===== config.mk =====
export PLATFORM = sky130hd
export DESIGN_NAME = uart_rx_fifo
export DESIGN_NICKNAME = d
export VERILOG_FILES = /design/src/rtl/uart_rx_fifo.sv
export SDC_FILE = /design/constraint.sdc
export NUM_CORES = 1
export LEC_CHECK = 0
export BUFFER_PORTS_ARGS = -buffer_cell sky130_fd_sc_hd__buf_2
export CAP_MARGIN = 10
export CORE_MARGIN = 2
export CORE_UTILIZATION = 50
export DETAILED_ROUTE_END_ITERATION = 7
export PLACE_DENSITY_LB_ADDON = 0.3
export RECOVER_POWER = 50
export SLEW_MARGIN = 20
export SYNTH_ARGS = -nofsm -noshare
export SYNTH_HDL_FRONTEND = slang
export SYNTH_SLANG_ARGS = --single-unit

===== constraint.sdc =====
create_clock -name clk -period 2.3 [get_ports clk]
set_clock_uncertainty 0.15 [all_clocks]
set_input_delay 0.46 -clock clk [delete_from_list [all_inputs] [get_ports clk]]
set_output_delay 0.46 -clock clk [all_outputs]
set_load 0.02 [all_outputs]

===== src/rtl/uart_rx_fifo.sv =====
// Receive byte queue between the UART receiver and MMIO: first-word-fall-through,
// with occupancy, full/empty, sticky overflow on dropped bytes and a threshold interrupt.
module uart_rx_fifo #(
  parameter int DEPTH     = 16,
  parameter int WIDTH     = 8,
  parameter int THRESHOLD = 1
) (
  input  logic                       clk,
  input  logic                       rst,
  input  logic                       in_valid,
  input  logic [WIDTH-1:0]           in_data,
  input  logic                       rd_en,
  input  logic                       flush,
  input  logic                       clr_overflow,
  output logic [WIDTH-1:0]           rd_data,
  output logic                       empty,
  output logic                       full,
  output logic [$clog2(DEPTH):0]     count,
  output logic                       overflow,
  output logic                       rx_irq
);

  localparam int AW = $clog2(DEPTH);
  localparam int CW = AW + 1;

  logic [WIDTH-1:0] mem [DEPTH];
  logic [AW-1:0]    wp;
  logic [AW-1:0]    rp;
  logic [CW-1:0]    count_q;
  logic             overflow_q;

  logic pop;
  logic push;
  logic drop;

  assign empty  = (count_q == '0);
  assign full   = (count_q == CW'(DEPTH));
  assign rx_irq = (count_q >= CW'(THRESHOLD));
  assign count  = count_q;
  assign overflow = overflow_q;

  assign rd_data = empty ? '0 : mem[rp];

  // A pop on a full queue frees the slot the incoming byte is written into.
  assign pop  = rd_en & ~empty;
  assign push = in_valid & (~full | pop);
  assign drop = in_valid & full & ~pop;

  always_ff @(posedge clk) begin
    if (rst) begin
      wp         <= '0;
      rp         <= '0;
      count_q    <= '0;
      overflow_q <= 1'b0;
    end else begin
      if (flush) begin
        wp      <= '0;
        rp      <= '0;
        count_q <= '0;
      end else begin
        if (push) wp <= wp + 1'b1;
        if (pop)  rp <= rp + 1'b1;
        case ({push, pop})
          2'b10:   count_q <= count_q + 1'b1;
          2'b01:   count_q <= count_q - 1'b1;
          default: count_q <= count_q;
        endcase
      end
      // A byte discarded by flush is not an overflow; a real drop beats clear.
      if (drop && !flush)
        overflow_q <= 1'b1;
      else if (clr_overflow)
        overflow_q <= 1'b0;
    end
  end

  always_ff @(posedge clk) begin
    if (!rst && !flush && push)
      mem[wp] <= in_data;
  end

endmodule

Word-level counts from Yosys, hierarchy flattened
Memories as Yosys holds them, arrays and structs flattened. A register that Yosys moved wholly into a read port is not among the register bits.
Index checks and enable logic that the tools add are counted.
Word-level totals
  register bits after elaboration: 14
  bits of input ports: 14
  memories: 1
  word-level logic and storage cells: 38
  output and inout port bits: 17
  bits in writable memories: 128
Cells by class
  bitwise operators: 8
  magnitude comparators: 1
  add/subtract/negate cells: 4
  multiplexer cells: 8
  reduce and logical (&&, ||, !) cells: 9
  eq/ne operators: 3
Memories
  mem: depth 16, bits a word 8, read ports 1, clocked after memory_dff 1, wr ports 1, line 26  | logic [WIDTH-1:0] mem [DEPTH];
Operators by type and width (number)
  5-bit one-hot mux with 2 select lines: 1
  4-bit by 1-bit adder with 4-bit output, second input constant: 2
  4-bit 2-to-1 mux: 2
  8-bit 2-to-1 mux: 1
  5-bit by 1-bit adder with 5-bit output, second input constant: 1
  5-bit == test, second input constant: 1
  5-bit by 1-bit >= comparator with 1-bit output, second input constant: 1
  5-bit logical NOT: 1
  5-bit by 1-bit subtractor with 5-bit output, second input constant: 1
  1-bit AND: 4
  1-bit 2-to-1 mux: 4
  2-bit nonzero test: 2
  1-bit logical AND: 3
  1-bit NOT: 3
  2-bit by 1-bit == test with 1-bit output, second input constant: 1
  2-bit == test, second input constant: 1
  1-bit logical NOT: 2
  2-bit OR reduction: 1
  1-bit OR: 1

Depth between registers and ports, before layout
Gate-level depths: netlist of the first run.
  depth after elaboration: 8
  mapped depth: 8
  depth with buffers taken out: 7

Worst setup path after synthesis of the first run
No wires, ideal clock.
  kind: reg2out
  from: reg count_q[0], in the netlist count[0]
  to: out rd_data[6]
  path slack: -0.050 ns
  stages on the path, launching flop included: 8
  data required time: 1.690 ns
  path buffers: 2
  arrival time: 1.740 ns
  cell sequence: dfxtp_1 > inv_1 > ha_1 > or4b_4 > buf_6 > nand2b_1 > buf_2 > o22ai_1
Between the ends
  longest elaborated chain between the ends: 2
Ends and longest elaborated chain
  start, declared: line 29  | logic [CW-1:0] count_q;
  start signal, assigned: line 64  | 2'b10: count_q <= count_q + 1'b1;
  start signal, assigned: line 65  | 2'b01: count_q <= count_q - 1'b1;
  start signal, assigned: line 66  | default: count_q <= count_q;
  5-bit logical NOT: line 36  | assign empty = (count_q == '0);
  8-bit 2-to-1 mux: line 42  | assign rd_data = empty ? '0 : mem[rp];
  end, declared: line 15  | output logic [WIDTH-1:0] rd_data,
No other way between the ends.

==> flow_metrics.py, run 1 <==
metrics = {
    "outcome": {
        "status": "finished, violations left",
        "violations": "design-rule violations, negative setup slack",
    },
    "yosys": {
        "avgSynthCellArea_um2": 17.76,
        "synth_seq_cells": 146,
        "synthCells": 334,
        "synthTopCellsByArea": "edfxtp_1, mux4_2, dfxtp_1",
        "synth.largest_area_cell": "edfxtp_1",
        "synth-async-reset-ratio_pct": 0,
        "synth_cell_type_count": 37,
        "synth_top_area_share_pct": 64.80,
        "yosysWarnings": 0,
        "synth_edf_count": 128,
        "netlist_area_um2": 5932,
        "synth.net_count": 357,
        "synth_ff_type": "edfxtp_1",
        "yosysSeqAreaShare_pct": 70.87,
    },
    "grt": {
        "grt_remaining_overflow": 0,
        "grt_pass1_vias": 3336,
        "antenna_found_initial": 0,
        "grt_usage_pct": 20.12,
        "grt_pass1_wl_um": 18460,
        "grt_start_max_net_pins": 33,
    },
    "hold_path": {
        "min_from": "rst",
        "min_path_cells": 2,
        "hold_path.class": "input port to flop",
        "hold-path-endpoint": "overflow",
    },
    "worst_setup_path": {
        "crit_path_end_kind": "output pin",
        "critPathKind": "flop to output pin",
        "cp_data_required_time_ns": 1.69,
        "r2r-start": "count[0]",
        "reg2reg_to": "mem[2][1]",
        "cp.arrival_ns": 2.07,
        "reg2reg_depth": 8,
        "crit_fanout": 8,
        "r2r_slack_ns": 0.09,
        "crit_path_start_kind": "flop",
    },
    "routing": {
        "antenna_left": 0,
        "wl_per_cell_um": 21.07,
        "drt_iter0_drc": 182,
        "viasPerCell": 5.708,
        "finalWirelength_um": 11840,
        "drtPass1Iterations": 6,
        "drc": 5,
        "vias": 3208,
    },
    "clocking": {
        "cts.sinks": 146,
        "cts_made_buffers": 17,
        "holdBufCountCts": 0,
        "clk_latency_ns": 0.43,
        "cts_root_buffer": "clkbuf_16",
        "ctsLongestPathBuffers": 2,
        "cts_htree_levels": 4,
        "cts_tree": "done",
        "path_clk_slew_ns": 0.06,
    },
    "pwr": {
        "power_mw": 5.791,
        "p_leak_nw": 2.368,
        "powerDensity_nw_per_um2": 797.1,
        "worst_ir_drop_vdd_mv": 0.3537,
    },
    "cells_and_area": {
        "multiInputGateArea_um2": 1733,
        "finalNetCount": 429,
        "regArea_um2": 4208,
        "num_antenna_cells": 0,
        "drive_above_1_share_pct": 32.70,
        "n_fill_cell": 838,
        "area_growth_pct": 22.48,
        "layout_common_cells": "edfxtp_1, buf_4, mux4_2",
        "layout_commonest_cell": "edfxtp_1",
    },
    "placed_design": {
        "gp_congestion": 0.7756,
        "dpl.hpwl_um": 7524,
        "numPortBuffers": 30,
        "pre_cts_ws_ns": 0.001146,
    },
    "timing": {
        "rsz0062_at_grt": "true",
        "worstMarginPinSlew_ns": 0.7942,
        "drv_slew": 0,
        "fin_ws_ns": -0.3771,
        "slew_headroom_pct": 46.86,
        "report.final.setup_viol": 9,
        "final_hold_viol_count": 0,
        "min_period_over_period_pct": 116.4,
        "fmaxAchievable_ghz": 0.3735,
        "post-route-min-period_ns": 2.677,
    },
    "floorplanning": {
        "die_h_um": 112.9,
        "rows": 39,
        "top_level_ports": 31,
        "core_um2": 11520,
        "die_w_um": 112.9,
        "start_util_pct": 51.51,
        "die_area_um2": 12750,
    },
    "flow_run": {
        "cap_violations": 0,
    },
}
cell usage after synthesis, types with 4 or more instances:
cell	count
o22ai_1	8
a211oi_1	4
mux4_2	32
a21oi_1	4
mux2i_1	23
inv_1	7
ha_1	9
buf_2	6
nor2_1	31
or3_1	5
edfxtp_1	128
xor2_1	5
nand2_1	12
clkbuf_1	7
nand3_1	6
dfxtp_1	18
critical path, stage by stage (launching register included):
cell	delay (ns)
dfxtp_4	0.43
buf_12	0.16
buf_4	0.12
mux4_2	0.52
mux2i_4	0.17
o22ai_2	0.10
buf_6	0.14
what timing repair did:
item / in CTS / in global routing
pin swaps: 4 / 3
cloned: 1 / 0
setup buffers: 2 / 2
setup endpoints to repair: 9 / 40
endpoints found under the hold margin: 0 / 0
resized for setup: 28 / 16
registers in the layout, summed over array words and instances (netlist names), named ones only:
register,count
overflow,1
wp,4
rp,4
mem,128
count,5
where the power goes:
part | total (mW) | switching, mW | leakage [nW] | internal (mW)
registers | 2.90 | 0.00651 | 1.30 | 2.89
clock network | 2.62 | 1.03 | 0.265 | 1.59
logic | 0.271 | 0.162 | 0.805 | 0.109
per-layer routing:
layer / track usage (%) / vias to the layer above / wire (um)
li1: - / 1467 / -
met1: 26.00 / 1622 / 5103
met2: 32.29 / 101 / 5987
met3: 6.052 / 18 / 570
met4: 8.211 / 0 / 182
met5: 0 / - / 0
kinds of logic (layout without fill, tap and decap cells):
| kind of cell | after synthesis | in the layout | share of synthesized area, % |
|---|---|---|---|
| DFF | 146 | 146 | 70.87 |
| xor gates and xnor gates | 7 | 7 | 1.034 |
| muxes | 55 | 55 | 16.03 |
| adders and majority gates | 9 | 9 | 1.898 |
| AOI/OAI and AO/OA | 22 | 22 | 2.510 |
| and+or+nand+nor | 71 | 71 | 5.801 |
| buffers and inverters | 24 | 109 | 1.856 |
worst max path at each step:
stage                        start    endpoint  depth (start not counted)
after floorplan           count[0]  rd_data[0]                          6
after global placement    count[0]  mem[15][2]                          5
after detailed placement  count[0]  rd_data[7]                          6
after CTS                     flop  rd_data[5]                          6
after global routing          flop  rd_data[5]                          6
final                         flop  rd_data[4]                          6
metrics by stage:
step	std cells	setup TNS [ns]	util, %	area [um2]	hold WS, ns
3_3_place_gp	525	-0.2082	56.32	6486	0.3179
5_1_grt	562	-5.365	63.09	7266	0.09726
6_report	562	-3.088	63.09	7266	0.1040
2_1_floorplan	334	-0.3248	-	5938	0.3255
3_5_place_dp	525	0	56.32	6486	0.3316
4_1_cts	560	-3.051	62.57	7206	0.09613
final cells by class:
cell class,instances,area share (%)
flip-flops and latches,146,57.91
repair buffers,69,7.422
clock inverters,13,1.911
well taps,143,2.463
inverters,8,0.4822
multi-input cells,164,23.85
clock buffers,19,5.958
Note: power is estimated with default switching activity, not from simulation.
==> run 2, diff against run 1 <==
--- a/config.mk
+++ b/config.mk
@@ -12,7 +12,8 @@
 export DETAILED_ROUTE_END_ITERATION = 7
 export PLACE_DENSITY_LB_ADDON = 0.3
 export RECOVER_POWER = 50
-export SLEW_MARGIN = 20
+export SETUP_SLACK_MARGIN = 0.4
+export SLEW_MARGIN = 5
 export SYNTH_ARGS = -nofsm -noshare
 export SYNTH_HDL_FRONTEND = slang
 export SYNTH_SLANG_ARGS = --single-unit
==> constraint.sdc (replaced) <==
create_clock -name clk -period 3 [get_ports clk]
set_clock_uncertainty 0.15 [all_clocks]
set_input_delay 0.6 -clock clk [delete_from_list [all_inputs] [get_ports clk]]
set_output_delay 0.6 -clock clk [all_outputs]
set_load 0.02 [all_outputs]
==> run 2 against run 1 <==
Compared with the run above:
- the flow finishes with violations (design-rule violations)
- first-iteration DRC count rose by 48%
- register-to-register slack improved by 0.61 ns
- utilization fell by 1.1 points
- sequential power fell by 23%
- non-clock buffer count fell by 10
==> flow_metrics.py, run 2 (synthesis results as in run 1) <==
metrics = {
    "clocking": {
        "cts_made_buffers": 17,
        "ctsLongestPathBuffers": 2,
        "clk_latency_ns": 0.42,
        "cts_tree": "done",
        "cts_root_buffer": "clkbuf_16",
        "path_clk_slew_ns": 0.06,
        "cts_htree_levels": 4,
        "cts.sinks": 146,
    },
    "timing": {
        "drv_slew": 0,
        "rsz0062_at_grt": "true",
        "fmaxAchievable_ghz": 0.3475,
        "tns_ns": 0,
        "worstMarginPinSlew_ns": 0.9649,
        "min_period_over_period_pct": 95.92,
        "report.final.setup_viol": 0,
        "final_hold_viol_count": 0,
        "post-route-min-period_ns": 2.877,
        "slew_headroom_pct": 35.43,
    },
    "flow_run": {
        "cap_violations": 0,
    },
    "outcome": {
        "violations": "design-rule violations",
        "status": "finished, violations left",
    },
    "routing": {
        "vias": 3177,
        "finalWirelength_um": 11590,
        "drt_iter0_drc": 269,
        "antenna_left": 0,
        "drtPass1Iterations": 6,
        "wl_per_cell_um": 21.00,
        "drc": 1,
        "viasPerCell": 5.755,
    },
    "grt": {
        "antenna_found_initial": 0,
        "grt_pass1_wl_um": 18080,
        "grt_start_max_net_pins": 33,
        "grt_usage_pct": 19.80,
        "grt_remaining_overflow": 0,
        "grt_pass1_vias": 3211,
    },
    "worst_setup_path": {
        "cp_common_cell": "buf_6",
        "slowest_delay_ns": 0.55,
        "crit_fanout": 8,
        "critPathKind": "flop to output pin",
        "crit_path_end_kind": "output pin",
        "path_cells": "buf_6, buf_16, mux4_2, mux2i_2, o22ai_2, buf_6",
        "path_delay_family": "multiplexers",
        "crit_path_start_kind": "flop",
        "path_buf_inv": 3,
        "crit_slowest_cell": "mux4_2",
        "cp.arrival_ns": 2.13,
        "cp_data_required_time_ns": 2.25,
    },
    "cells_and_area": {
        "post-route-util_pct": 61.98,
        "layout.cells.non_filler": 552,
        "largest_reg_flops": 128,
        "top_register": "mem",
        "num_antenna_cells": 0,
        "finalNetCount": 419,
        "area_growth_pct": 20.33,
        "drive_above_1_share_pct": 29.83,
        "fin_area_um2": 7138,
        "layout_common_cells": "edfxtp_1, mux4_2, nor2_1",
        "n_fill_cell": 835,
        "layout_commonest_cell": "edfxtp_1",
    },
    "floorplanning": {
        "start_util_pct": 51.51,
        "core_um2": 11520,
        "top_level_ports": 31,
        "die_w_um": 112.9,
        "die_h_um": 112.9,
        "die_area_um2": 12750,
        "rows": 39,
    },
    "placed_design": {
        "placed_cells": 510,
        "dpl_cell_area_um2": 6355,
        "gp_congestion": 0.8166,
        "numPortBuffers": 30,
        "dpl.hpwl_um": 6909,
    },
    "pwr": {
        "switching_share_pct": 20.24,
        "power.share.combinational_pct": 4.7,
        "clkPwrFrac_pct": 44.7,
        "p_sw_mw": 0.8874,
        "pwr-share-seq_pct": 50.7,
        "worst_ir_drop_vdd_mv": 0.3411,
        "p_int_mw": 3.497,
        "p_leak_nw": 2.342,
        "powerDensity_nw_per_um2": 614.2,
    },
    "hold_path": {
        "hold_path.class": "input port to flop",
    },
}
[run 2: cell types whose count changed in the layout (fill, tap and decap cells not counted), sizes merged]
| cell | delta |
|---|---|
| clkbuf | -1 |
| buf | -10 |
| clkinv | +4 |
| clkinvlp | -3 |
[run 2: routing by layer]
layer	vias to the layer above	global-route usage, %	wire length (um)
li1	1443	-	-
met2	94	31.73	5812
met1	1621	26.10	4858
met4	0	7.724	244
met5	-	0	0
met3	19	5.517	673
[run 2: power by group through the flow]
stage                     combinational (mW)  clock [mW]  sequential (mW)
after global routing                   0.222        2.08             2.22
after floorplan                        0.106           0             2.27
final                                  0.205        1.96             2.22
after global placement                 0.167           0             2.26
after detailed placement               0.172           0             2.26
after CTS                              0.207        1.99             2.22
[run 2: repair_timing]
item	4_1_cts	5_1_grt
hold buffers	0	0
resized for setup	36	6
setup buffers	7	0
pin swaps	4	2
setup endpoints to repair	9	9
cloned	3	0
[run 2: final timing paths]
| kind | start | end | slack (ns) | cells after the start |
|---|---|---|---|---|
| worst min register to register | rp[1] | flop | 0.36 | 2 |
| worst min-delay path | rst | overflow | 0.26 | 2 |
| worst max-delay path | flop | rd_data[6] | 0.12 | 6 |
| worst max register to register | count[1] | mem[15][1] | 0.70 | 5 |
[run 2: layout make-up]
class                   instances  area, um2  area share (%)
inverters                       8      35.03          0.4908
repair buffers                 59      471.7           6.608
multi-input cells             164       1690           23.68
well taps                     143      178.9           2.507
flip-flops and latches        146       4212           59.00
clock buffers                  18      429.2           6.012
clock inverters                14      121.4           1.700
[run 2: stage by stage]
step / hold WS (ns) / power, mW / setup slack, ns
6_report: 0.2561 / 4.384 / 0.1225
3_3_place_gp: 0.3296 / 2.430 / 0.3999
3_5_place_dp: 0.3465 / 2.436 / 0.3437
4_1_cts: 0.2405 / 4.412 / 0.1593
5_1_grt: 0.2583 / 4.519 / 0.06048
2_1_floorplan: 0.3255 / 2.371 / 0.5100
==> run 3, diff against run 2 <==
--- a/config.mk
+++ b/config.mk
@@ -5,6 +5,7 @@
 export SDC_FILE = /design/constraint.sdc
 export NUM_CORES = 1
 export LEC_CHECK = 0
+export ABC_AREA = 1
 export BUFFER_PORTS_ARGS = -buffer_cell sky130_fd_sc_hd__buf_2
 export CAP_MARGIN = 10
 export CORE_MARGIN = 2
==> run 3 against run 2 <==
Compared with the run above:
- the flow now finishes without violations
- final cell count increased by 49%
- wire length up 36%
- combinational power grew 110%
- global-route usage rose by 2.5 points
- critical path depth is 4 higher
- die area rose by 5.3%
- first-iteration DRC count is 77% higher
- power rose by 5.0%
- count of clock-buffer cells in the layout rose by 4
- register-to-register slack got worse by 0.24 ns
- flip-flop and latch count unchanged
- largest power group unchanged
- via count increased by 44%
==> flow_metrics.py, run 3 <==
metrics = {
    "yosys": {
        "netlist_area_um2": 6256,
        "synth_cell_type_count": 27,
        "synth_top_area_share_pct": 61.44,
        "synth.net_count": 602,
        "avgSynthCellArea_um2": 10.80,
        "yosysMostFrequentCell": "nand2_1",
        "yosysWarnings": 0,
        "yosysSeqAreaShare_pct": 67.20,
        "synthCells": 579,
        "synth_seq_cells": 146,
        "synth-async-reset-ratio_pct": 0,
        "synth.largest_area_cell": "edfxtp_1",
        "synth_ff_type": "edfxtp_1",
        "synth_edf_count": 128,
        "ys_top_cells_by_count": "nand2_1, edfxtp_1, nand3_1",
        "synthTopCellsByArea": "edfxtp_1, nand2_1, nand3_1",
    },
    "worst_setup_path": {
        "reg2reg_depth": 9,
        "crit_path_end_kind": "output pin",
        "crit_slowest_cell": "dfxtp_4",
        "crit_path_start_kind": "flop",
        "r2r-start": "count[0]",
        "path_cells": "buf_12, clkinv_16, clkbuf_16, nand2_1, nand3_2, nand3_1, nand2_1, nand2_1, a21oi_2, buf_6",
        "slowest_delay_ns": 0.35,
        "cp.arrival_ns": 1.93,
        "path_delay_family": "buffers and inverters",
        "cp_data_required_time_ns": 2.25,
        "crit_fanout": 8,
        "cp_common_cell": "nand2_1",
        "r2r_slack_ns": 0.46,
        "reg2reg_to": "mem[9][5]",
        "critPathKind": "flop to output pin",
        "path_buf_inv": 4,
    },
    "routing": {
        "drc": 0,
        "vias": 4566,
        "drtPass1Iterations": 7,
        "antenna_left": 0,
        "finalWirelength_um": 15750,
        "drt_iter0_drc": 475,
        "viasPerCell": 5.535,
        "wl_per_cell_um": 19.08,
    },
    "flow_run": {
        "cap_violations": 0,
    },
    "cells_and_area": {
        "fin_area_um2": 7959,
        "layout_commonest_cell": "nand2_1",
        "layout.cells.non_filler": 825,
        "num_antenna_cells": 0,
        "layout_common_cells": "nand2_1, edfxtp_1, nand3_1",
        "finalNetCount": 668,
        "top_register": "mem",
        "area_growth_pct": 27.22,
        "largest_reg_flops": 128,
        "drive_above_1_share_pct": 27.40,
    },
    "clocking": {
        "cts.sinks": 146,
        "holdBufCountCts": 0,
        "cts_root_buffer": "clkbuf_16",
        "cts_tree": "done",
        "cts_made_buffers": 17,
        "path_clk_slew_ns": 0.05,
        "clk_latency_ns": 0.41,
        "cts_htree_levels": 4,
        "ctsLongestPathBuffers": 2,
    },
    "timing": {
        "post-route-min-period_ns": 2.678,
        "fin_ws_ns": 0.3223,
        "slew_headroom_pct": 44.47,
        "worstMarginPinSlew_ns": 0.8329,
        "tns_ns": 0,
        "fmaxAchievable_ghz": 0.3735,
        "final_hold_viol_count": 0,
        "rsz0062_at_grt": "true",
        "min_period_over_period_pct": 89.26,
        "report.final.setup_viol": 0,
        "drv_slew": 0,
    },
    "pwr": {
        "powerDensity_nw_per_um2": 578.4,
        "p_leak_nw": 2.975,
        "worst_ir_drop_vdd_mv": 0.4146,
    },
    "floorplanning": {
        "core_um2": 12110,
        "start_util_pct": 51.65,
        "die_w_um": 115.9,
        "rows": 40,
        "die_area_um2": 13420,
        "top_level_ports": 31,
        "die_h_um": 115.9,
    },
    "hold_path": {
        "hold_path.class": "input port to flop",
        "min_from": "clr_overflow",
        "min_path_cells": 2,
        "hold-path-endpoint": "overflow",
    },
    "placed_design": {
        "dpl_cell_area_um2": 6671,
        "placed_cells": 773,
        "gp_congestion": 0.8283,
        "numPortBuffers": 30,
        "pre_cts_ws_ns": 0.4375,
        "dpl.hpwl_um": 8693,
    },
    "grt": {
        "antenna_found_initial": 0,
        "grt_remaining_overflow": 0,
        "grt_pass1_wl_um": 21960,
        "grt_start_max_net_pins": 35,
        "grt_usage_pct": 22.27,
        "grt_pass1_vias": 4289,
    },
    "outcome": {
        "status": "completed",
    },
}
## run 3: cell families (layout without fill, tap and decap cells)
logic type	after synthesis	count (layout)	share of synthesized area (%)
XOR/XNOR	7	7	0.9800
adder cells (fa/ha/maj)	9	9	1.800
flip-flops	146	146	67.20
AO/OA/AOI/OAI	29	29	2.380
AND/OR/NAND/NOR	337	337	23.92
buffers and inverters	51	129	3.720
## run 3: how the worst max path moves through the flow
stage | from | to | cells after the start
CTS | flop | rd_data[2] | 9
global route | count[0] | rd_data[4] | 6
global placement | count[0] | rd_data[6] | 6
detailed placement | count[0] | mem[9][0] | 9
floorplan | count[0] | rd_data[0] | 5
finish | flop | rd_data[1] | 10
## run 3: final cells by class
cell class                 count  area, um2
sequential                   146       4213
fill                         903       4153
multi-input combinational    382       2108
timing repair buffer          71      734.5
clock buffer                  22      444.2
tap                          168      210.2
inverter                      25      135.1
clock inverter                 9      90.09
timing repair inverter         2      23.77
## run 3: metal layers
layer | part of all wire (%) | vias up | wire length, um | global-route usage, %
li1 | - | 2125 | - | -
met1 | 40 | 2179 | 6312 | 27.19
met2 | 50 | 211 | 7884 | 37.82
met3 | 6.7 | 51 | 1057 | 6.328
met4 | 3.1 | 0 | 490 | 8.413
met5 | 0 | - | 0 | 0
## run 3: repair_timing
| item | CTS | global route |
|---|---|---|
| buffers inserted | 5 | 2 |
| setup endpoints to repair | 9 | 16 |
| pin swaps | 0 | 30 |
| gates resized for setup | 22 | 99 |
| cloned | 2 | 12 |
| endpoints found under the hold margin | 0 | 0 |
## run 3: stage by stage
stage          hold WS (ns)  power (mW)  util, %
2_1_floorplan        0.3066       2.483        -
3_3_place_gp         0.3106       2.588    55.08
3_5_place_dp         0.3252       2.596    55.08
4_1_cts              0.2137       4.546    60.62
5_1_grt              0.2397       4.758    65.71
6_report             0.2282       4.603    65.71
## run 3: report_power, final
group | internal (mW) | switching, mW | total [mW]
Sequential | 2.22 | 0.0132 | 2.23
Clock | 1.20 | 0.739 | 1.94
Combinational | 0.154 | 0.275 | 0.429
Total | 3.58 | 1.03 | 4.60
